--- src/rtl/lcd_read_if.sv ---
// rtl/lcd_read_if.sv - request/response and LCD pin bundle for the LCD read FSM
interface lcd_read_if;
    logic       start;
    logic       rs_sel;
    logic       poll;
    logic [3:0] SF_D_in;
    logic       LCD_E;
    logic       LCD_RS;
    logic       LCD_RW;
    logic       bus_release;
    logic [7:0] data_out;
    logic       busy_flag;
    logic       done;
    logic       timeout;
    logic       busy;

    modport master (
        output start, rs_sel, poll, SF_D_in,
        input  LCD_E, LCD_RS, LCD_RW, bus_release, data_out, busy_flag, done, timeout, busy
    );

    modport slave (
        input  start, rs_sel, poll, SF_D_in,
        output LCD_E, LCD_RS, LCD_RW, bus_release, data_out, busy_flag, done, timeout, busy
    );
endinterface

--- src/rtl/lcd_read_fsm.sv ---
// rtl/lcd_read_fsm.sv - two-nibble LCD read transaction with optional busy-flag polling
module lcd_read_fsm #(
    parameter int SETUP_CYC    = 2,
    parameter int E_CYC        = 12,
    parameter int HOLD_CYC     = 1,
    parameter int GAP_CYC      = 50,
    parameter int RECOVER_CYC  = 2000,
    parameter int POLL_GAP_CYC = 50,
    parameter int MAX_POLLS    = 255
) (
    input  logic     clk,
    input  logic     reset,
    lcd_read_if.slave bus
);

    localparam int M1   = (SETUP_CYC > E_CYC) ? SETUP_CYC : E_CYC;
    localparam int M2   = (M1 > HOLD_CYC) ? M1 : HOLD_CYC;
    localparam int M3   = (M2 > GAP_CYC) ? M2 : GAP_CYC;
    localparam int M4   = (M3 > RECOVER_CYC) ? M3 : RECOVER_CYC;
    localparam int MAXP = (M4 > POLL_GAP_CYC) ? M4 : POLL_GAP_CYC;
    localparam int CWR  = $clog2(MAXP + 1);
    localparam int CW   = (CWR > 12) ? CWR : 12;

    typedef enum logic [3:0] {
        IDLE, SETUP_HI, E_HI, HOLD_HI, GAP, SETUP_LO, E_LO, HOLD_LO, POLLWAIT, RECOVER, DONE
    } state_t;

    state_t        state, nxt;
    logic [CW-1:0] cnt, cnt_d;
    logic [7:0]    poll_cnt;
    logic          rs_q, poll_q, to_q;
    logic [7:0]    data_q;
    logic          bf_q;
    logic          last, cap_hi, cap_lo, inc_poll, set_to, active;

    // Counter reload value for a state: its duration minus one, counted down to zero.
    function automatic logic [CW-1:0] reload(input state_t s);
        case (s)
            SETUP_HI, SETUP_LO: reload = CW'(SETUP_CYC - 1);
            E_HI, E_LO:         reload = CW'(E_CYC - 1);
            HOLD_HI, HOLD_LO:   reload = CW'(HOLD_CYC - 1);
            GAP:                reload = CW'(GAP_CYC - 1);
            POLLWAIT:           reload = CW'(POLL_GAP_CYC - 1);
            RECOVER:            reload = CW'(RECOVER_CYC - 1);
            default:            reload = '0;
        endcase
    endfunction

    // Next-state, counter and capture/poll strobes.
    always_comb begin
        nxt      = state;
        last     = (cnt == '0);
        cnt_d    = last ? '0 : cnt - CW'(1);
        cap_hi   = 1'b0;
        cap_lo   = 1'b0;
        inc_poll = 1'b0;
        set_to   = 1'b0;
        case (state)
            IDLE:     if (bus.start) nxt = SETUP_HI;
            SETUP_HI: if (last) nxt = E_HI;
            E_HI:     if (last) begin nxt = HOLD_HI; cap_hi = 1'b1; end
            HOLD_HI:  if (last) nxt = GAP;
            GAP:      if (last) nxt = SETUP_LO;
            SETUP_LO: if (last) nxt = E_LO;
            E_LO:     if (last) begin nxt = HOLD_LO; cap_lo = 1'b1; end
            HOLD_LO: begin
                if (last) begin
                    if (rs_q)                       nxt = RECOVER;
                    else if (!poll_q || !data_q[7]) nxt = DONE;
                    else if (poll_cnt < 8'(MAX_POLLS)) begin
                        nxt      = POLLWAIT;
                        inc_poll = 1'b1;
                    end else begin
                        nxt    = DONE;
                        set_to = 1'b1;
                    end
                end
            end
            POLLWAIT: if (last) nxt = SETUP_HI;
            RECOVER:  if (last) nxt = DONE;
            DONE:     nxt = IDLE;
            default:  nxt = IDLE;
        endcase
        if (nxt != state) cnt_d = reload(nxt);
    end

    // State, counters, latched request and assembled byte.
    always_ff @(posedge clk) begin
        if (reset) begin
            state    <= IDLE;
            cnt      <= '0;
            poll_cnt <= '0;
            rs_q     <= 1'b0;
            poll_q   <= 1'b0;
            to_q     <= 1'b0;
            data_q   <= 8'h00;
            bf_q     <= 1'b0;
        end else begin
            state <= nxt;
            cnt   <= cnt_d;
            if (state == IDLE && bus.start) begin
                rs_q     <= bus.rs_sel;
                poll_q   <= bus.poll & ~bus.rs_sel;
                poll_cnt <= 8'd1;
                to_q     <= 1'b0;
            end
            if (inc_poll) poll_cnt <= poll_cnt + 8'd1;
            if (set_to)   to_q <= 1'b1;
            if (cap_hi)   data_q[7:4] <= bus.SF_D_in;
            if (cap_lo)   data_q[3:0] <= bus.SF_D_in;
            if (nxt == DONE && state != DONE && !rs_q) bf_q <= data_q[7];
        end
    end

    // Pin and status outputs decoded from state; RS/RW/tristate held for the whole transfer.
    always_comb begin
        active          = (state != IDLE) && (state != DONE);
        bus.LCD_E       = (state == E_HI) || (state == E_LO);
        bus.LCD_RW      = active;
        bus.bus_release = active;
        bus.LCD_RS      = active & rs_q;
        bus.busy        = (state != IDLE);
        bus.done        = (state == DONE);
        bus.timeout     = (state == DONE) & to_q;
        bus.data_out    = data_q;
        bus.busy_flag   = bf_q;
    end

endmodule

--- src/flat_wrapper.sv ---
// flat-port wrapper written by rule: the top's interface ports become plain ports
module lcd_read_fsm_flat 
#(
    parameter int SETUP_CYC    = 2,
    parameter int E_CYC        = 12,
    parameter int HOLD_CYC     = 1,
    parameter int GAP_CYC      = 50,
    parameter int RECOVER_CYC  = 2000,
    parameter int POLL_GAP_CYC = 50,
    parameter int MAX_POLLS    = 255
)
  (clk, reset, bus_start, bus_rs_sel, bus_poll, bus_SF_D_in, bus_LCD_E, bus_LCD_RS, bus_LCD_RW, bus_bus_release, bus_data_out, bus_busy_flag, bus_done, bus_timeout, bus_busy);
  lcd_read_if bus_i ();
  input  logic clk;
  input  logic reset;
  input wire logic [$bits(bus_i.start)-1:0] bus_start;
  input wire logic [$bits(bus_i.rs_sel)-1:0] bus_rs_sel;
  input wire logic [$bits(bus_i.poll)-1:0] bus_poll;
  input wire logic [$bits(bus_i.SF_D_in)-1:0] bus_SF_D_in;
  output wire logic [$bits(bus_i.LCD_E)-1:0] bus_LCD_E;
  output wire logic [$bits(bus_i.LCD_RS)-1:0] bus_LCD_RS;
  output wire logic [$bits(bus_i.LCD_RW)-1:0] bus_LCD_RW;
  output wire logic [$bits(bus_i.bus_release)-1:0] bus_bus_release;
  output wire logic [$bits(bus_i.data_out)-1:0] bus_data_out;
  output wire logic [$bits(bus_i.busy_flag)-1:0] bus_busy_flag;
  output wire logic [$bits(bus_i.done)-1:0] bus_done;
  output wire logic [$bits(bus_i.timeout)-1:0] bus_timeout;
  output wire logic [$bits(bus_i.busy)-1:0] bus_busy;
  assign bus_i.start = bus_start;
  assign bus_i.rs_sel = bus_rs_sel;
  assign bus_i.poll = bus_poll;
  assign bus_i.SF_D_in = bus_SF_D_in;
  assign bus_LCD_E = bus_i.LCD_E;
  assign bus_LCD_RS = bus_i.LCD_RS;
  assign bus_LCD_RW = bus_i.LCD_RW;
  assign bus_bus_release = bus_i.bus_release;
  assign bus_data_out = bus_i.data_out;
  assign bus_busy_flag = bus_i.busy_flag;
  assign bus_done = bus_i.done;
  assign bus_timeout = bus_i.timeout;
  assign bus_busy = bus_i.busy;
  lcd_read_fsm #(.SETUP_CYC(SETUP_CYC), .E_CYC(E_CYC), .HOLD_CYC(HOLD_CYC), .GAP_CYC(GAP_CYC), .RECOVER_CYC(RECOVER_CYC), .POLL_GAP_CYC(POLL_GAP_CYC), .MAX_POLLS(MAX_POLLS)) u_core (.clk(clk), .reset(reset), .bus(bus_i));
endmodule
--- config.mk ---
export PLATFORM = sky130hd
export DESIGN_NAME = lcd_read_fsm_flat
export DESIGN_NICKNAME = d
export VERILOG_FILES = /design/src/rtl/lcd_read_if.sv /design/src/rtl/lcd_read_fsm.sv /design/src/flat_wrapper.sv
export SDC_FILE = /design/constraint.sdc
export NUM_CORES = 1
export LEC_CHECK = 0
export CAP_MARGIN = 0
export CORE_MARGIN = 10
export CORE_UTILIZATION = 45
export CTS_CLUSTER_DIAMETER = 50
export DETAILED_ROUTE_END_ITERATION = 12
export PLACE_DENSITY_LB_ADDON = 0.2
export SLEW_MARGIN = 20
export SYNTH_ARGS = -nofsm -noshare
export SYNTH_HDL_FRONTEND = slang
export SYNTH_SLANG_ARGS = --single-unit
--- constraint.sdc ---
create_clock -name clk -period 3.2 [get_ports clk]
set_input_delay 0.64 -clock clk [delete_from_list [all_inputs] [get_ports clk]]
set_output_delay 0.64 -clock clk [all_outputs]
set_load 0.01 [all_outputs]
==> results of run 1 <==
==> power by group <==
group          internal (mW)  total, mW  switching [mW]
sequential             0.533      0.664           0.131
combinational          0.435      0.985           0.550
clock                  0.176      0.332           0.157
total                   1.14       1.98           0.838
==> worst register-to-register path, delay by kind of cell, from the launching register on <==
kind	cells	cell delay, ns
buffers and inverters	3	0.23
AO/OA/AOI/OAI	4	0.71
flip-flops	1	0.34
multiplexers	1	0.06
AND/OR/NAND/NOR	3	0.86
adder cells (fa/ha/maj)	2	0.53
==> registers in the layout, indices dropped and copies added, names as in the netlist <==
name	cells
u_core.poll_cnt	8
u_core.poll_q	1
u_core.bus.data_out	8
u_core.rs_q	1
u_core.bus.busy_flag	1
u_core.to_q	1
u_core.state	4
u_core.cnt	12
==> worst paths after layout <==
check / from / to / slack (ns) / cells past startpoint
worst min register to register: u_core.poll_cnt[1] / u_core.poll_cnt[1] / 0.49 / 2
worst max-delay path: u_core.cnt[0] / u_core.cnt[0] / 0.36 / 13
worst min-delay path: u_core.poll_cnt[1] / u_core.poll_cnt[1] / 0.49 / 2
worst max register to register: u_core.cnt[0] / u_core.cnt[0] / 0.36 / 13
==> final cells by class <==
| type | instances | area, um^2 |
|---|---|---|
| Clock buffer | 8 | 90.1 |
| Fill cell | 372 | 1770 |
| Inverter | 8 | 30.0 |
| Multi-Input combinational cell | 171 | 1160 |
| Sequential cell | 36 | 721 |
| Tap cell | 50 | 62.6 |
| Timing Repair Buffer | 26 | 255 |
==> per-stage QoR <==
| step | hold WS (ns) | util (%) |
|---|---|---|
| 2_1_floorplan | 0.449 | - |
| 3_3_place_gp | 0.473 | 54.3 |
| 3_5_place_dp | 0.480 | 54.3 |
| 4_1_cts | 0.490 | 56.5 |
| 5_1_grt | 0.521 | 56.6 |
| 6_report | 0.485 | 56.6 |
==> cells by family (layout without fill, tap and decap cells) <==
logic type      after synthesis  after routing
buf+inv                      19             42
mux                          12             12
compound gates               45             45
flops                        36             36
fa+ha+maj                     6              6
simple gates                 99             99
xor+xnor                      9              9
==> cell usage in the layout (no fill, tap or decap), types with 8 or more instances in the layout <==
cell / n
nand3_1: 9
dfxtp_1: 36
clkdlybuf4s50_1: 24
o21ai_0: 12
nor3_1: 9
a21oi_1: 12
nor2_1: 33
inv_1: 8
mux2i_1: 11
nand2_1: 13
==> metal layers <==
metal | part of all wire [%] | routed length (um) | GRT usage (%)
met1 | 48 | 2140 | 16.2
met2 | 46 | 2030 | 18.5
met3 | 5.0 | 221 | 3.88
met4 | 1.3 | 59 | 4.94
met5 | 0 | 0 | 0
==> what timing repair did <==
action / CTS / global route
endpoints found under the setup margin: 0 / 1
buffers inserted: 0 / 0
gates resized for setup: 0 / 1
==> impl_metrics.yaml, run 1 <==
synth:
  synth_nets: 241
  synth_cell_types: 49
  synth_common_cells: "dfxtp_1 (36), nor2_1 (33), nand2_1 (13)"
  synth_compound_area_share_pct: 15.9
  synth_area_leader_cell: "dfxtp_1"
  syn_area_um2: 1950
  ys_seq_area_share_pct: 37.0
  yosysTopAreaCellShare_pct: 37.0
  ys_ff_latch: 36
  ys_warn_count: 0
  avgSynthCellArea_um2: 8.62
  synth_mux_area_share_pct: 6.23
  synth_flop_cell: "dfxtp_1"
  synthArstFlopShare_pct: 0
  synth_xor_area_share_pct: 4.05
  synth_edf_count: 0
  yosysMostFrequentCell: "dfxtp_1"
  synth_area_leaders: "dfxtp_1 (37%), nor2_1 (6.4%), mux2i_1 (5.7%), ha_1 (3.9%), a21oi_1 (3.1%)"
  synthSimpleGateAreaFrac_pct: 29.1
  synth_cells: 226
  synth_top_family_by_area: "simple AND/OR/NAND/NOR gates"
  synthAdderAreaFrac_pct: 3.85
sta:
  slew_violations: 0
  finClkSkew_ns: 0.00211
  setup_viol: 0
  finalCritPeriodShare_pct: 88.9
  worst_pin_slew_ns: 0.501
  min_period_ns: 2.84
  fmaxAchievable_ghz: 0.352
  hold_viol_final: 0
  tns_ns: 0
  rsz0062_at_grt: "no"
  max-slew-margin-rel_pct: 66.3
  layout_setup_ws_ns: 0.355
clocking:
  clk_path_buf_depth: 2
  cts.sinks: 36
  cts_root_buf: "clkbuf_8"
  insertion_delay_ns: 0.29
  tritoncts: "done"
  numCtsBuffers: 5
  path_clk_slew_ns: 0.07
  ctsHoldBuffers: 0
  cts_max_level: 2
die:
  die_y_um: 85.8
  core-area_um2: 4090
  die_width_um: 85.8
  dieArea_um2: 7360
  rows: 23
  initial_core_util_pct: 47.7
  io_pins: 25
critical_path:
  crit_fanout: 10
  cp.buffers_inverters: 3
  critical_path.top_delay_family: "simple AND/OR/NAND/NOR gates"
  critical_path_class: "reg -> reg"
  crit_arrival_ns: 3.02
  cp-end-kind: "flop"
  required_ns: 3.37
  critPathMaxStageDelay_ns: 0.38
  start_kind: "flop"
  crit_path_top_delay_cell: "nor4b_4"
  path_common_cell: "inv_1"
  crit_chain: "inv_1, ha_1, nor4b_4, nand3_4, nor2_1, a221oi_1, o221ai_1, inv_1, ha_1, inv_1, mux2i_1, o211ai_1, o31ai_1"
power:
  powerDensity_nw_per_um2: 856
  peakVddDrop_v: 0.000364
  p_total_mw: 1.98
  leakage_nw: 0.899
final_layout:
  synthToLayoutAreaGrowth_pct: 18.8
  final_cells: 299
  fin_area_um2: 2310
  antenna_cells: 0
  drive_above_1_share_pct: 8.43
  num-nets-final: 263
outcome:
  status: "finished, final reports clean"
placed_design:
  pre_cts_slack_ns: 0.329
  placedCellCount: 291
  placed_cell_area_um2: 2220
  port_buffers: 24
  place_congestion: 0.894
  hpwlAfterDp_um: 3280
global_route:
  grt_pass1_wl_um: 7580
  grtUsageTotal_pct: 12.4
  grt_max_degree: 23
  grt_pass1_vias: 1544
  antenna_found_initial: 0
  overflow: 0
drt:
  wirelength_um: 4450
  first_pass_iters: 4
  wl_per_cell_um: 14.9
  drc: 0
  ant_nets: 0
  vias: 1662
  drt-initial-drc-count: 117
  avgViaCountPerCell: 5.56
min_path:
  hp-class: "reg -> reg"
job:
  drv_cap: 0
Note: power is estimated with default switching activity, not from simulation.
==> run 2, diff against run 1 <==
--- a/config.mk
+++ b/config.mk
@@ -9,6 +9,7 @@
 export CORE_MARGIN = 10
 export CORE_UTILIZATION = 45
 export CTS_CLUSTER_DIAMETER = 50
+export CTS_CLUSTER_SIZE = 16
 export DETAILED_ROUTE_END_ITERATION = 12
 export PLACE_DENSITY_LB_ADDON = 0.2
 export SLEW_MARGIN = 20
==> results of run 2 <==
The final DEF is identical to that of run 1; final timing and power are the same.
==> edit (settings of run 2) <==
`GAP_CYC` is set to 50 in 2 places; all go to 100.
--- a/src/rtl/lcd_read_fsm.sv
+++ b/src/rtl/lcd_read_fsm.sv
@@ -5,3 +5,3 @@
     parameter int HOLD_CYC     = 1,
-    parameter int GAP_CYC      = 50,
+    parameter int GAP_CYC      = 100,
     parameter int RECOVER_CYC  = 2000,
--- a/src/flat_wrapper.sv
+++ b/src/flat_wrapper.sv
@@ -6,3 +6,3 @@
     parameter int HOLD_CYC     = 1,
-    parameter int GAP_CYC      = 50,
+    parameter int GAP_CYC      = 100,
     parameter int RECOVER_CYC  = 2000,
Behaviour: no difference found for any inputs over 10 cycles, from zero or initial values and one cycle with reset high; that may be too few to reach the edited logic, so the function may still have changed.
==> edit against run 2 <==
  * Sequential power shrank 2%
  * Final cell count grew 20%
  * Power grew 26%
  * Count of clock-buffer cells in the layout shrank 2
  * Sequential share of layout area is 3.7 points lower
  * Routed wire length grew 24%
  * Setup slack worse by 0.11 ns
  * Sequential cell count did not move
  * Area after synthesis increased by 13%
  * Clock power is 22% higher
  * Design area grew 14%
  * Maximum frequency shrank 3.6%
  * Non-clock buffer count is 10 higher
  * Critical path type unchanged
  * Critical endpoint unchanged
  * Largest cell class unchanged
==> edit: results (changes against run 2) <==
nets@finish -> 307 (+17%)
Synth top cells by count -> 36 x dfxtp_1, 26 x nor2_1, 23 x a21oi_1
clock tree cell share of total cell area -> 4.09% (+0.20 points)
clock buffers -> 6 (-2)
post-place instance area -> 2480 um2 (+12%)
Crit Path Max Fanout -> 12 (+2)
initial antenna violation count -> 0 (unchanged)
CTS clock-pin slew for the worst setup and hold paths -> 0.07 ns (about the same)
Final Wtd Congestion -> 0.877 (-2.0%)
bufs w/o clock -> 36 (+38%)
buffer share of cell area -> 12.6% (+1.5 points)
Worst Tran Pin Value -> 0.622 ns (+0.121 ns)
share of cells above drive strength 1 -> 10.9% (+2.5 points)
clk_lat worst skew -> 0.30 ns
largest net degree at the start of global routing -> 16 (-30%)
register area share after synthesis -> 32.9% (-4.1 points)
mean area per synthesized cell -> 8.18 um2 (-5.1%)
cts repair resizes -> 0 (unchanged)
count of buffers from port buffering -> 24 (unchanged)
Pint -> 1.40 mW (+22%)
status -> completed
WP data arrival -> 3.16 ns (+0.14 ns)
WL final -> 5520 um (+24%)
top post-synthesis cells by area -> dfxtp_1 33%, mux2i_1 5.5%, a21oi_1 5.2%
die area -> 8070 um2 (+9.6%)
maximum VDD drop -> 0.424 mV (+17%)
synth unique cells -> 59 (+20%)
clk_skew -> 0.00843 ns (+0.00632 ns)
non-clock inverter count -> 11 (+3)
Async SR Flop Fraction -> 0% (unchanged)
Hold Worst Slack -> 0.494 ns (+0.00844 ns)
family with the most delay on the worst path -> simple AND/OR/NAND/NOR gates
worst hold stages -> 2 (unchanged)
reg-to-reg setup timing slack -> 0.25 ns (-0.11 ns)
fraction of area in multi-input gates -> 51.2% (+1.2 points)
Non-Filler Instances -> 360 (+20%)
number of vias per cell -> 5.66 (+1.7%)
CP max stage delay -> 0.58 ns (+0.20 ns)
first-pass GRT wire length -> 9190 um (+21%)
placed instance count -> 347 (+19%)
Multi-input comb cells -> 202 (+18%)
Post-synth top flop -> dfxtp_1
syn nets -> 283 (+17%)
CP max stage cell -> or4b_4
H-tree levels -> 2 (unchanged)
DRT iter0 DRCs -> 152 (+30%)
DPL Wire Length -> 3950 um (+20%)
GR Util All Layers -> 13.4% (+0.99 points)
Clock power frac -> 16.2% (-0.6 points)
# fillers -> 424 (+14%)
worst reg-to-reg path cell count -> 11 (-2)
leakage -> 1.05 nW (+16%)
1st-pass router iterations -> 4 (unchanged)
CP Capture Point -> u_core.cnt[0]$_SDFF_PP0_
Hold Startpoint -> u_core.poll_cnt[1]$_SDFFE_PP0P_
Seq pwr share -> 26.0% (-7.5 points)
Hold Crit Class -> reg2reg
vias in the first global route -> 1944 (+26%)
Max Buffers Root-to-Sink -> 2 (unchanged)
-- edit: cell types whose count changed after synthesis, sizes merged, moves of 5 or more --
cell,before,now
nand2,13,18
nor2,33,26
nor4,3,9
a21oi,12,23
xnor2,6,1
-- edit: metal layers --
layer  track usage [%]  vias to the layer above  routed length, um
met3              4.24                       11                337
met1              16.2                      945               2580
met4              5.39                        0                 98
met2              21.4                       54               2500
met5                 0                        -                  0
li1                  -                     1026                  -
-- edit: cell families after synthesis --
group,after synthesis,synth area share (%)
AO/OA/AOI/OAI,57,17.3
XOR/XNOR,8,3.19
adder cells (fa/ha/maj),6,3.42
buffers and inverters,30,5.99
flip-flops,36,32.9
multiplexers,13,5.99
AND/OR/NAND/NOR,118,31.2
-- edit: per-stage QoR --
stage               utilization (%)  power (mW)  setup slack, ns
finish                         55.7        2.49            0.250
detailed placement             52.5        1.98            0.229
floorplan                         -        1.66            0.405
CTS                            54.8        2.39            0.184
global route                   55.7        2.69          0.00248
global placement               52.5        1.97            0.313
